File: src/rtl/pll_ctrl_pkg.sv
`default_nettype none
// +----------------------------------------------------------------------------+
// | Package     : pll_ctrl_pkg                                                 |
// | Description : Shared definitions for the PLL loop controller: default code |
// |               widths, FSM state encoding and a clamping adder.             |
// | Revision    : 1.0 - initial release                                        |
// +----------------------------------------------------------------------------+
package pll_ctrl_pkg;

  localparam int DEF_CW = 8;
  localparam int DEF_FW = 8;
  localparam int DEF_IW = 12;

  localparam logic [1:0] ST_IDLE     = 2'd0;
  localparam logic [1:0] ST_C_CHK    = 2'd1;
  localparam logic [1:0] ST_C_SETTLE = 2'd2;
  localparam logic [1:0] ST_FINE     = 2'd3;

  typedef enum logic [1:0] {
    IDLE     = ST_IDLE,
    C_CHK    = ST_C_CHK,
    C_SETTLE = ST_C_SETTLE,
    FINE     = ST_FINE
  } state_t;

  // a + b clamped into [lo, hi]; operands are small enough that int never overflows
  function automatic int sat_add(input int a, input int b, input int lo, input int hi);
    int s;
    s = a + b;
    if (s < lo) begin
      s = lo;
    end else if (s > hi) begin
      s = hi;
    end
    return s;
  endfunction

endpackage
`default_nettype wire

File: src/rtl/pll_sync2.sv
`default_nettype none
// +----------------------------------------------------------------------------+
// | Module      : pll_sync2                                                    |
// | Description : Two-flop synchronizer for one asynchronous input bit.        |
// | Ports       : clk   - destination clock                                    |
// |               rst   - async active-high reset (output clears to 0)         |
// |               d_i   - asynchronous input                                   |
// |               q_o   - synchronized output, two clk cycles of latency       |
// | Revision    : 1.0 - initial release                                        |
// +----------------------------------------------------------------------------+
module pll_sync2 (
  input  logic clk,
  input  logic rst,
  input  logic d_i,
  output logic q_o
);

  logic meta_q;
  logic sync_q;

  always_ff @(posedge clk or posedge rst) begin
    if (rst) begin
      meta_q <= 1'b0;
      sync_q <= 1'b0;
    end else begin
      meta_q <= d_i;
      sync_q <= meta_q;
    end
  end

  assign q_o = sync_q;

endmodule
`default_nettype wire

File: src/rtl/pll_loop_ctrl.sv
`default_nettype none
// +----------------------------------------------------------------------------+
// | Module      : pll_loop_ctrl                                                |
// | Description : PLL digital loop controller in the ref_clk domain. A SAR     |
// |               search sets the DCO band (coarse) code from PFD frequency    |
// |               checks, then a PI loop filter on the synchronized up/down    |
// |               pulses drives the DCO fine code.                             |
// | Option      : PLL_LOOP_LOCK_DET_EN - builds the lock detector; when not    |
// |               defined, lock is tied low.                                   |
// | Ports       : ref_clk, rst (async, active-high), recal (sync restart)      |
// |               up/down, ref_clk_is_faster/slower, freq_check_done,          |
// |               calibration_done - asynchronous PFD signals                  |
// |               coarse_code[CW], fine_code[FW] - DCO codes                   |
// |               dco_update - one-cycle pulse when a code changed             |
// |               lock, cal_timeout (sticky), state[2] (debug)                 |
// | Revision    : 1.0 - initial release                                        |
// +----------------------------------------------------------------------------+
module pll_loop_ctrl
  import pll_ctrl_pkg::*;
#(
  parameter int CW         = DEF_CW,
  parameter int FW         = DEF_FW,
  parameter int IW         = DEF_IW,
  parameter int FRAC       = 4,
  parameter int KP         = 2,
  parameter int KI         = 1,
  parameter int LOCK_CNT   = 64,
  parameter int UNLOCK_CNT = 4,
  parameter int TIMEOUT    = 1024
) (
  input  logic          ref_clk,
  input  logic          rst,
  input  logic          recal,
  input  logic          up,
  input  logic          down,
  input  logic          ref_clk_is_faster,
  input  logic          ref_clk_is_slower,
  input  logic          freq_check_done,
  input  logic          calibration_done,
  output logic [CW-1:0] coarse_code,
  output logic [FW-1:0] fine_code,
  output logic          dco_update,
  output logic          lock,
  output logic          cal_timeout,
  output logic [1:0]    state
);

  localparam int BIW = (CW > 1) ? $clog2(CW) : 1;
  localparam int TW  = $clog2(TIMEOUT + 1);
  localparam logic [CW-1:0] COARSE_MID = CW'(1) << (CW - 1);
  localparam logic [FW-1:0] FINE_MID   = FW'(1) << (FW - 1);
  localparam int INTEG_MAX = 2 ** (IW - 1) - 1;
  localparam int INTEG_MIN = -(2 ** (IW - 1));
  localparam int FINE_MAX  = 2 ** FW - 1;

  // ---------------- input synchronization ----------------
  logic [5:0] async_in;
  logic [5:0] sync_out;

  assign async_in = {calibration_done, freq_check_done, ref_clk_is_slower,
                     ref_clk_is_faster, down, up};

  for (genvar gi = 0; gi < 6; gi++) begin : g_sync
    pll_sync2 u_sync (
      .clk (ref_clk),
      .rst (rst),
      .d_i (async_in[gi]),
      .q_o (sync_out[gi])
    );
  end

  logic up_s, down_s, faster_s, slower_s, chk_s, cal_s;
  assign up_s     = sync_out[0];
  assign down_s   = sync_out[1];
  assign faster_s = sync_out[2];
  assign slower_s = sync_out[3];
  assign chk_s    = sync_out[4];
  assign cal_s    = sync_out[5];

  // Edge history is only cleared by rst: clearing it on recal would turn a
  // strobe that is still high into a spurious edge.
  logic chk_prev_q, cal_prev_q;
  logic chk_edge, cal_edge;

  always_ff @(posedge ref_clk or posedge rst) begin
    if (rst) begin
      chk_prev_q <= 1'b0;
      cal_prev_q <= 1'b0;
    end else begin
      chk_prev_q <= chk_s;
      cal_prev_q <= cal_s;
    end
  end

  assign chk_edge = chk_s & ~chk_prev_q;
  assign cal_edge = cal_s & ~cal_prev_q;

  // ---------------- control FSM and loop filter ----------------
  state_t                state_q, state_d;
  logic [CW-1:0]         coarse_q, coarse_d;
  logic [FW-1:0]         fine_q, fine_d;
  logic signed [IW-1:0]  integ_q, integ_d;
  logic [BIW-1:0]        bit_idx_q, bit_idx_d;
  logic [TW-1:0]         tmr_q, tmr_d;
  logic                  cal_to_q, cal_to_d;
  logic                  dco_upd_q, dco_upd_d;
  int                    e_i;

  always_ff @(posedge ref_clk or posedge rst) begin
    if (rst) begin
      state_q   <= IDLE;
      coarse_q  <= COARSE_MID;
      fine_q    <= FINE_MID;
      integ_q   <= '0;
      bit_idx_q <= BIW'(CW - 1);
      tmr_q     <= '0;
      cal_to_q  <= 1'b0;
      dco_upd_q <= 1'b0;
    end else begin
      state_q   <= state_d;
      coarse_q  <= coarse_d;
      fine_q    <= fine_d;
      integ_q   <= integ_d;
      bit_idx_q <= bit_idx_d;
      tmr_q     <= tmr_d;
      cal_to_q  <= cal_to_d;
      dco_upd_q <= dco_upd_d;
    end
  end

  always_comb begin
    state_d   = state_q;
    coarse_d  = coarse_q;
    fine_d    = fine_q;
    integ_d   = integ_q;
    bit_idx_d = bit_idx_q;
    tmr_d     = '0;
    cal_to_d  = cal_to_q;
    e_i       = int'(up_s) - int'(down_s);

    unique case (state_q)
      IDLE: begin
        coarse_d  = COARSE_MID;
        bit_idx_d = BIW'(CW - 1);
        state_d   = C_CHK;
      end
      C_CHK: begin
        tmr_d = tmr_q + 1'b1;
        if (chk_edge) begin
          tmr_d = '0;
          if (faster_s != slower_s) begin
            // The trial bit is already set; only a "slower" verdict clears it.
            if (slower_s) coarse_d[bit_idx_q] = 1'b0;
            if (bit_idx_q == '0) begin
              state_d = FINE;
            end else begin
              coarse_d[bit_idx_q - 1'b1] = 1'b1;
              bit_idx_d = bit_idx_q - 1'b1;
              state_d   = C_SETTLE;
            end
          end else begin
            // Inconclusive check: keep the current trial code and go fine.
            state_d = FINE;
          end
        end else if (tmr_q == TW'(TIMEOUT - 1)) begin
          cal_to_d = 1'b1;
          state_d  = FINE;
        end
      end
      C_SETTLE: begin
        tmr_d = tmr_q + 1'b1;
        if (cal_edge) begin
          tmr_d   = '0;
          state_d = C_CHK;
        end else if (tmr_q == TW'(TIMEOUT - 1)) begin
          cal_to_d = 1'b1;
          state_d  = FINE;
        end
      end
      FINE: begin
        integ_d = IW'(sat_add(int'(integ_q), e_i * KI, INTEG_MIN, INTEG_MAX));
        // Uses the freshly updated integrator so the fine code tracks this cycle's error.
        fine_d  = FW'(sat_add(int'(FINE_MID) + (int'(integ_d) >>> FRAC), e_i * KP, 0, FINE_MAX));
      end
      default: state_d = IDLE;
    endcase

    if (recal) begin
      state_d   = IDLE;
      coarse_d  = COARSE_MID;
      fine_d    = FINE_MID;
      integ_d   = '0;
      bit_idx_d = BIW'(CW - 1);
      tmr_d     = '0;
      cal_to_d  = 1'b0;
    end

    dco_upd_d = !recal && ((coarse_d != coarse_q) || (fine_d != fine_q));
  end

  assign coarse_code = coarse_q;
  assign fine_code   = fine_q;
  assign dco_update  = dco_upd_q;
  assign cal_timeout = cal_to_q;
  assign state       = state_q;

  // ---------------- lock detector ----------------
`ifdef PLL_LOOP_LOCK_DET_EN
  localparam int LW = $clog2(LOCK_CNT + 1);
  localparam int UW = $clog2(UNLOCK_CNT + 1);

  logic [LW-1:0] zcnt_q, zcnt_d;
  logic [UW-1:0] nzcnt_q, nzcnt_d;
  logic          lock_q, lock_d;

  always_ff @(posedge ref_clk or posedge rst) begin
    if (rst) begin
      zcnt_q  <= '0;
      nzcnt_q <= '0;
      lock_q  <= 1'b0;
    end else begin
      zcnt_q  <= zcnt_d;
      nzcnt_q <= nzcnt_d;
      lock_q  <= lock_d;
    end
  end

  // Run-length counters saturate one short of their threshold; the threshold
  // cycle itself flips lock.
  always_comb begin
    zcnt_d  = zcnt_q;
    nzcnt_d = nzcnt_q;
    lock_d  = lock_q;
    if (recal || (state_q != FINE)) begin
      zcnt_d  = '0;
      nzcnt_d = '0;
      lock_d  = 1'b0;
    end else if (up_s == down_s) begin
      nzcnt_d = '0;
      if (zcnt_q >= LW'(LOCK_CNT - 1)) lock_d = 1'b1;
      else                             zcnt_d = zcnt_q + 1'b1;
    end else begin
      zcnt_d = '0;
      if (nzcnt_q >= UW'(UNLOCK_CNT - 1)) lock_d = 1'b0;
      else                                nzcnt_d = nzcnt_q + 1'b1;
    end
  end

  assign lock = lock_q;
`else
  logic unused_lock_cfg;
  assign unused_lock_cfg = (LOCK_CNT != UNLOCK_CNT);
  assign lock = 1'b0;
`endif

endmodule
`default_nettype wire

File: config.mk
export PLATFORM = sky130hd
export DESIGN_NAME = pll_loop_ctrl
export DESIGN_NICKNAME = d
export VERILOG_FILES = /design/src/rtl/pll_ctrl_pkg.sv /design/src/rtl/pll_sync2.sv /design/src/rtl/pll_loop_ctrl.sv
export SDC_FILE = /design/constraint.sdc
export NUM_CORES = 1
export LEC_CHECK = 0
export ABC_AREA = 1
export CAP_MARGIN = 15
export CORE_ASPECT_RATIO = 0.9
export CORE_MARGIN = 2
export CORE_UTILIZATION = 27
export CTS_BUF_LIST = sky130_fd_sc_hd__clkbuf_8
export DETAILED_ROUTE_END_ITERATION = 7
export PLACE_DENSITY_LB_ADDON = 0.15
export SYNTH_ARGS = -nofsm -noshare
export SYNTH_HDL_FRONTEND = slang
export SYNTH_SLANG_ARGS = --single-unit
File: constraint.sdc
create_clock -name ref_clk -period 7.75 [get_ports ref_clk]
set_input_delay 1.55 -clock ref_clk [delete_from_list [all_inputs] [get_ports ref_clk]]
set_output_delay 1.55 -clock ref_clk [all_outputs]
set_load 0.1 [all_outputs]
==> qor.txt <==
post-synthesis sequential area ratio: 35.77%
die width: 135.7 microns
detailed-placement wirelength estimate: 7.471 mm
Initial Util: 27.49%
CP most frequent cell: nand2_1
Seq pwr share: 39.0%
fin. max-slew vios: 0
Overflow after GRT: 0
Leak: 0.002378 uW
critical path type: register to register
pin count of the biggest net entering global routing: 61
status: finished clean
synth warn: 0
antenna violations before repair: 0
Antenna diodes: 0
FP Rows: 43
fin crit period: 5364 ps
crit-path max cell delay: 790 ps
M2 GR Usage: 20.14%
Critical Path AT: 5600 ps
Worst R2R Setup Slack: 2390 ps
switching part of the total: 35.16%
FILL cells: 1,646
critical path fanouts, max: 23
Max-Cap Viols: 0
drt wl/cell: 12.11 microns
share of layout cells above drive strength 1: 8.758%
Synth area leaders: dfrtp_1 (33%), nand2_1 (15%), inv_1 (7.7%)
Layout area overhead: 16.41%
Slew HR: 33.93%
HP Class: register to register
H-tree depth: 3
GR Util met1: 18.40%
CTS tree: yes
post-synthesis cell type count: 44
PwrDens: 181.2 mW/mm^2
drt drc: 0
clock skew: 7.365 ps
number of DRC markers in iteration 0: 196
Root Buffer: clkbuf_8
IO Pins: 30
drt first pass iters: 4
# nets final: 659
Fin Setup TNS: 0 ps
vias in the first global route: 3,535
global-route wire length before repair: 17.21 mm
endpoints failing hold: 0
share of total power in combinational logic: 24.2%
r2r worst-path depth: 37
Startpoint Class: register
full die area: 0.01663 sq mm
Syn Inst Count: 593
CP Capture Type: register
clock network power share: 36.7%
clk buf depth: 2
internal power: 576.7 uW
Synth Net Count: 629
crit share post-route: 69.21%
CTS resizes: 0
Vias: 3,719
Worst-Margin Slew: 987.9 ps
cts bufs inserted: 9
Reg-to-Reg Start: g_sync[0].u_sync.q_o$_DFF_PP0_
core footprint: 0.01533 sq mm
clk slew on worst S/H paths: 80 ps
Post-CTS Hold Buffers: 0
cell taking the most area after synthesis: dfrtp_1
setup bufs post-CTS: 0
Final ANT Viol Nets: 0
Setup crit end: dco_update$_DFF_PP0_
Final setup viols: 0
Fin Hold WS: 353.5 ps
Die Y: 122.5 microns
clock sinks: 60
beginning of the critical path: g_sync[0].u_sync.q_o$_DFF_PP0_
Post-Syn Area: 0.004215 sq mm
total track usage: 13.05%
post-synthesis average cell area: 7.108 sq um
Placer Congestion: 0.8229
port bufs: 28
Psw: 312.7 uW
maximum VDD drop: 0.07799 mV
CP required: 7990 ps
setup slack after placement: 2428 ps
Via-to-Cell Ratio: 4.481
CP max-delay cell: ha_1
register bit total from synthesis: 60
met3 usage in global routing: 3.098%
FMAX: 186.4 MHz
total routed wirelength: 10.06 mm
Worst R2R End: dco_update$_DFF_PP0_
gr busiest metal: met2
RSZ-0062 raised after global routing: no
worst setup margin: 2386 ps
Worst-Skew Late Latency: 340 ps
share of the synthesized area in the top cell type: 32.65%
state kept, by name, summed over array words and instances (netlist names):
name and cells:
bit_idx_q 3, cal_prev_q 1, cal_timeout 1, chk_prev_q 1, coarse_code 8, dco_update 1, fine_code 8, g_sync.u_sync.meta_q 6
g_sync.u_sync.q_o 6, integ_q 12, state 2, tmr_q 11
layout by cell type, fill, tap and decap left out, drive strengths merged:
cell type      netlist  layout
a211oi               1       1
a21boi               1       1
a21oi               19      19
a31o                 1       1
a31oi                1       1
and3                 1       1
buf                  6       1
bufinv               0       2
clkbuf               4       9
clkdlybuf4s50        0      28
clkinv               1       4
clkinvlp             0       1
conb                 1       1
dfrtp               55      55
dfstp                5       5
fa                   1       1
ha                  26      26
inv                 90      91
nand2              181     181
nand3               53      53
nand3b               1       1
nand4               10      10
nor2                55      55
nor3                 4       4
nor3b                4       4
o211ai               2       2
o21ai               49      49
o22ai                4       4
or2                  2       2
xnor2                7       7
xor2                 8       8
how the worst min path moves through the flow:
stage	to	from	slack, ps	depth (start not counted)
3_3_place_gp	g_sync[2].u_sync.q_o$_DFF_PP0_	g_sync[2].u_sync.meta_q$_DFF_PP0_	330	0
3_5_place_dp	g_sync[4].u_sync.q_o$_DFF_PP0_	g_sync[4].u_sync.meta_q$_DFF_PP0_	340	0
2_1_floorplan	g_sync[0].u_sync.q_o$_DFF_PP0_	g_sync[0].u_sync.meta_q$_DFF_PP0_	330	0
5_1_grt	g_sync[4].u_sync.q_o$_DFF_PP0_	g_sync[4].u_sync.meta_q$_DFF_PP0_	360	0
4_1_cts	g_sync[5].u_sync.q_o$_DFF_PP0_	g_sync[5].u_sync.meta_q$_DFF_PP0_	350	0
6_report	g_sync[5].u_sync.q_o$_DFF_PP0_	g_sync[5].u_sync.meta_q$_DFF_PP0_	350	0
cells by family after synthesis:
logic type | Yosys count | share of synthesized area [%]
xor+xnor | 15 | 3.117
other cells | 1 | 0.08896
simple gates | 311 | 33.01
fa+ha+maj | 27 | 8.192
flops | 60 | 35.77
compound gates | 78 | 9.914
buf+inv | 101 | 9.914
Yosys cell counts:
library cell,n
or2_0,1
buf_2,2
o21ai_2,1
inv_2,2
and3_1,1
a21oi_2,1
nand3b_1,1
nor2_2,4
dfrtp_1,55
a21oi_1,18
or2_2,1
o211ai_1,2
nand3_2,4
buf_6,2
nand4_1,10
inv_6,1
clkbuf_1,3
fa_1,1
dfstp_2,5
nand3_1,49
nor3_1,3
inv_1,87
nor3_4,1
o21ai_0,45
buf_4,1
nand2_1,166
a31o_2,1
a211oi_1,1
ha_1,26
buf_8,1
a21boi_0,1
nand2_4,3
nand2_2,12
o21ai_1,3
xor2_1,8
nor2_4,1
clkbuf_2,1
o22ai_1,4
xnor2_1,7
nor3b_1,4
conb_1,1
clkinv_1,1
nor2_1,50
a31oi_1,1
per-layer routing:
layer  share of wire, %  routed length [microns]
met1                 52                     5227
met2                 45                     4476
met3                3.1                      311
met4               0.39                       39
met5                  0                        0
critical path: cells and delay by family (launching register included):
kind,cells,cell delay [ps]
xor+xnor,1,220
buf+inv,8,700
flops,1,370
compound gates,2,220
fa+ha+maj,5,1860
simple gates,21,1920
area by class of cell:
class,count,area [sq um],share of cell area [%]
Sequential cell,60,1508,30.72
Inverter,91,346.6,7.063
Tap cell,202,252.7,5.150
Clock buffer,9,123.9,2.524
Timing Repair Buffer,29,287.8,5.864
Clock inverter,7,98.84,2.014
Multi-Input combinational cell,432,2290,46.66
power by group through the flow:
stage          clock network (uW)  logic, uW  registers, uW
3_5_place_dp                    0        216            353
2_1_floorplan                   0        149            369
3_3_place_gp                    0        218            353
5_1_grt                       357        247            350
4_1_cts                       341        217            347
6_report                      327        216            347
per-stage QoR:
stage / utilization [%] / power [uW] / cells / area (sq um)
after floorplan: - / 517.9 / 593 / 4215
final: 32.00 / 889.4 / 830 / 4907
after CTS: 32.00 / 904.6 / 830 / 4907
after global routing: 32.00 / 953.3 / 830 / 4907
after global placement: 30.55 / 571.1 / 814 / 4684
after detailed placement: 30.55 / 569.1 / 814 / 4684
Note: power is estimated with default switching activity, not from simulation.
